File: src/rtl/series_eval.sv
`default_nettype none
// ============================================================================
// Module   : series_eval
// Purpose  : Sequential fixed-point power-series evaluator (exp/cos/sin style)
//            driven by an external coefficient LUT. Optional saturation of the
//            accumulator is enabled with macro SERIES_EVAL_SAT_EN.
// Revision : 1.0  initial release
// ============================================================================
module series_eval #(
    parameter int  W     = 16,
    parameter int  FRAC  = 14,
    parameter int  TERMS = 8,
    localparam int CW    = $clog2(TERMS + 1)
) (
    input  logic                clk,
    input  logic                rst,
    input  logic                start,
    input  logic                stop,
    input  logic signed [W-1:0] x,
    input  logic [2:0]          mode,
    input  logic signed [W-1:0] coef,
    output logic [CW-1:0]       coef_idx,
    output logic signed [W-1:0] y,
    output logic                ready,
    output logic                done,
    output logic                ovf
);

    localparam logic signed [W-1:0] C_ONE = W'(1 << FRAC);

    typedef enum logic [2:0] {
        S_IDLE  = 3'd0,
        S_INIT  = 3'd1,
        S_LOAD  = 3'd2,
        S_MUL1  = 3'd3,
        S_MUL2  = 3'd4,
        S_ACC   = 3'd5,
        S_CHECK = 3'd6
    } state_t;

    state_t                r_state;
    logic [CW-1:0]         r_cnt;
    logic                  r_sign;
    logic                  r_alt;
    logic signed [W-1:0]   r_p;
    logic signed [W-1:0]   r_a;
    logic signed [W-1:0]   r_r;
    logic signed [W-1:0]   r_y;
    logic                  r_done;
    logic signed [W-1:0]   w_acc;
    logic                  w_sub;
    logic signed [W-1:0]   w_seed;

    // Full-width signed product, rescaled by FRAC and truncated back to W bits.
    function automatic logic signed [W-1:0] fx_mul(input logic signed [W-1:0] a,
                                                   input logic signed [W-1:0] b);
        logic signed [2*W-1:0] full;
        full = $signed({{W{a[W-1]}}, a}) * $signed({{W{b[W-1]}}, b});
        return W'(full >>> FRAC);
    endfunction

    assign w_sub  = r_alt && !r_sign;
    assign w_seed = mode[2] ? x : C_ONE;

`ifdef SERIES_EVAL_SAT_EN
    logic                r_ovf;
    logic signed [W:0]   w_sum;
    logic                w_acc_ovf;

    always_comb begin
        w_sum     = w_sub ? ({r_r[W-1], r_r} - {r_a[W-1], r_a})
                          : ({r_r[W-1], r_r} + {r_a[W-1], r_a});
        w_acc_ovf = (w_sum[W] != w_sum[W-1]);
        w_acc     = w_sum[W-1:0];
        if (w_acc_ovf)
            w_acc = w_sum[W] ? {1'b1, {(W-1){1'b0}}} : {1'b0, {(W-1){1'b1}}};
    end

    assign ovf = r_ovf;
`else
    always_comb begin
        w_acc = w_sub ? (r_r - r_a) : (r_r + r_a);
    end

    assign ovf = 1'b0;
`endif

    always_ff @(posedge clk or negedge rst) begin
        if (!rst) begin
            r_state <= S_IDLE;
            r_cnt   <= '0;
            r_sign  <= 1'b0;
            r_alt   <= 1'b0;
            r_p     <= '0;
            r_a     <= '0;
            r_r     <= '0;
            r_y     <= '0;
            r_done  <= 1'b0;
`ifdef SERIES_EVAL_SAT_EN
            r_ovf   <= 1'b0;
`endif
        end else begin
            r_done <= 1'b0;
            case (r_state)
                S_IDLE: begin
                    if (start)
                        r_state <= S_INIT;
                end
                S_INIT: begin
                    r_cnt  <= '0;
                    r_sign <= 1'b0;
`ifdef SERIES_EVAL_SAT_EN
                    r_ovf  <= 1'b0;
`endif
                    if (!start)
                        r_state <= S_LOAD;
                end
                S_LOAD: begin
                    r_alt   <= mode[1];
                    r_p     <= mode[0] ? fx_mul(x, x) : x;
                    r_a     <= w_seed;
                    r_r     <= w_seed;
                    r_state <= S_MUL1;
                end
                S_MUL1: begin
                    r_a     <= fx_mul(r_a, r_p);
                    r_state <= S_MUL2;
                end
                S_MUL2: begin
                    r_a     <= fx_mul(r_a, coef);
                    r_cnt   <= r_cnt + 1'b1;
                    r_state <= S_ACC;
                end
                S_ACC: begin
                    r_r <= w_acc;
                    if (r_alt)
                        r_sign <= ~r_sign;
`ifdef SERIES_EVAL_SAT_EN
                    if (w_acc_ovf)
                        r_ovf <= 1'b1;
`endif
                    r_state <= S_CHECK;
                end
                S_CHECK: begin
                    // stop is honoured only here, so y always holds a whole partial sum
                    if (r_cnt == CW'(TERMS) || stop) begin
                        r_y     <= r_r;
                        r_done  <= 1'b1;
                        r_state <= S_IDLE;
                    end else begin
                        r_state <= S_MUL1;
                    end
                end
                default: r_state <= S_IDLE;
            endcase
        end
    end

    assign coef_idx = r_cnt;
    assign y        = r_y;
    assign done     = r_done;
    assign ready    = (r_state == S_IDLE);

endmodule
`default_nettype wire

File: config.mk
export PLATFORM = sky130hd
export DESIGN_NAME = series_eval
export DESIGN_NICKNAME = d
export VERILOG_FILES = /design/src/rtl/series_eval.sv
export SDC_FILE = /design/constraint.sdc
export NUM_CORES = 2
export LEC_CHECK = 0
export CAP_MARGIN = 20
export CORE_MARGIN = 3
export CORE_UTILIZATION = 35
export CTS_BUF_LIST = sky130_fd_sc_hd__clkbuf_4 sky130_fd_sc_hd__clkbuf_8
export DETAILED_ROUTE_END_ITERATION = 6
export DONT_BUFFER_PORTS = 1
export SYNTH_ARGS = -nofsm -noshare
export SYNTH_HDL_FRONTEND = slang
export SYNTH_SLANG_ARGS = --single-unit
File: constraint.sdc
create_clock -name clk -period 8.5 [get_ports clk]
set_input_delay 0.85 -clock clk [delete_from_list [all_inputs] [get_ports clk]]
set_output_delay 0.85 -clock clk [all_outputs]
set_load 0.01 [all_outputs]
==> reports/qor.txt <==
RSZ-0062 raised after global routing - false
IO buf count - 0
number of global-route vias before repair - 23343
placed cell area - 31600 um^2
hold buffer count at CTS - 0
width of the die - 301 um
wirelength, routed - 76400 um
Max stage delay on crit path - 0.88 ns
warnings from Yosys - 0
adder-cell share of the synthesized area - 57.6%
number of diodes - 0
post-synthesis cell count - 3366
DR vias - 21142
FF+latch count, synth - 74
# Max-Cap Violations - 0
critical path capture point type - flop
global route overflow - 0
Routed WL per cell - 17.3 um
Die Y-Extent - 301 um
first-pass GRT wire length - 127000 um
area of the multi-input gates - 24800 um^2
Post-synth ARST share - 100%
drt drc - 0
Via-to-Cell Ratio - 4.79
CTS max path bufs - 2
# fillers - 8795
Syn Nets - 4376
I/O pin count - 62
main combinational cell family by area after synthesis - adder cells
status - finished, final reports clean
Clk Latency, worst-skew pair - 0.39 ns
dpl cells - 4394
final hold vios - 0
Worst Path Buf+Inv - 4
Crit path max-delay family - adder cells
1st-pass router iterations - 5
Avg Cell Area, Syn - 9.05 um^2
most frequent CP cell - fa_1
# nets final - 4272
WP data required - 8.73 ns
register area share after synthesis - 6.08%
Pins Over Slew Limit - 0
setup_tns - 0 ns
final std cells w/o fill - 4411
final setup violation count - 0
top_reg_cell synth - dfrtp_1
Cell Area, Synth - 30500 um^2
final cycle utilization of the critical path - 82.6%
Fmax - 142 MHz
Post-Synth XOR/XNOR Area - 3.42%
commonest non-fill, non-tap cells in the layout - 870 x inv_1, 721 x fa_1, 411 x nand2_1
Worst Path Max Fanout - 21
Root Buffer - clkbuf_8
CTS clk-pin slew, worst paths - 0.11 ns
CTS sink count - 74
Die ar. - 90600 um^2
kind of start point of the critical path - flop
worst min-delay path class - in -> async
number of synthesized flops with an enable pin - 0
HPWL after DPL - 61000 um
H-tree depth - 3
register area - 1850 um^2
gpl congestion - 0.832
most common cell after layout, fill and taps aside - inv_1
Synth cell types - 73
Initial DRC Count - 1152
mux contribution to synthesized area - 0.370%
slew of the pin with the lowest slew margin - 1.05 ns
Max stage delay cell, worst path - dfrtp_1
TritonCTS Buffers - 9
Synth Area in Compound Gates - 5.51%
antenna violations before repair - 3
minimum clock period after layout - 7.03 ns
post-route cell area - 31800 um^2
largest net degree at the start of global routing - 75
core area - 85700 um^2
Slew headroom - 30.1%
gr usage total - 17.8%
Crit Path Category - reg -> reg
CTS tree - built
Std-Cell Rows - 107
post-route ant nets - 0
Final Util - 37.1%
Post-Synth Simple-Gate Area - 14.5%
crit path cell chain - buf_4 > nand2_1 > fa_1 > inv_1 > fa_1 > fa_1 > fa_1 > fa_1 > inv_1 > fa_1 > inv_1 > ha_1 > a21oi_1 > o21ai_0 > a221oi_1 > o21ai_0 > o2111ai_1 > nand4b_1 > a21oi_1 > xnor2_1 > o221ai_1
critical path arrival - 7.26 ns
Initial Util - 35.6%
layout cells sized above 1 - 1.93%
area growth from synthesis to layout - 4.33%
Clock Skews - 0.0199 ns
postcts setup bufs - 0
worst reg2reg setup slack - 1.47 ns
PostCTS Resize Cnt - 0
[per-layer routing]
layer / vias up / track usage (%) / part of all wire (%) / wire, um
met5: - / 0 / 0.017 / 13
met4: 2 / 4.78 / 2.8 / 2110
met3: 109 / 1.56 / 3.5 / 2710
met2: 410 / 30.8 / 50 / 37900
met1: 10969 / 24.0 / 44 / 33700
li1: 9652 / - / - / -
[cells in the mapped netlist (all sizes together), types with 13 or more instances]
master	number	area share, %
nand2	411	5.1
dfrtp	74	6.1
ha	250	10
a21o	14	0.34
xnor2	91	2.6
nor2	103	1.3
nand2b	24	0.49
xor2	28	0.80
inv	871	11
nor3	22	0.38
o21ai	61	1.0
clkbuf	142	1.7
and2	282	5.8
fa	721	47
and3	15	0.31
a21oi	89	1.5
o21a	13	0.32
[metrics by stage]
stage	setup slack [ns]	hold slack [ns]
global placement	1.60	0.494
CTS	1.49	0.126
global route	1.08	0.126
floorplan	2.02	0.467
finish	1.47	0.159
detailed placement	1.55	0.534
[path summary, 6_finish.rpt]
kind / start / endpoint / depth (start not counted)
max: r_a[7] / r_a[15] / 21
min: rst / r_p[0] / 0
max reg2reg: r_a[7] / r_a[15] / 21
min reg2reg: r_r[3] / y[3] / 2
max in group asynchronous: rst / r_p[15] / 0
min in group clk: r_r[3] / y[3] / 2
[cells by family after synthesis]
group,count (synthesis)
simple gates,910
buf+inv,1016
compound gates,264
fa+ha+maj,971
xor+xnor,119
flops,74
other cells,1
mux,11
[cell type report]
| type | instances | area share, % |
|---|---|---|
| Timing Repair Buffer | 29 | 0.697 |
| Tap cell | 1144 | 4.50 |
| Sequential cell | 74 | 5.82 |
| Inverter | 872 | 10.3 |
| Clock inverter | 7 | 0.260 |
| Clock buffer | 9 | 0.390 |
| Multi-Input combinational cell | 2276 | 78.0 |
[registers in the layout, summed over array words and instances (netlist names)]
| name | count |
|---|---|
| coef_idx | 4 |
| done | 1 |
| r_a | 16 |
| r_alt | 1 |
| r_p | 16 |
| r_r | 16 |
| r_sign | 1 |
| r_state | 3 |
| y | 16 |
Power is left out: the tool's default activity adds up to more than one toggle a clock period on the data nets, which glitch-free logic cannot reach.
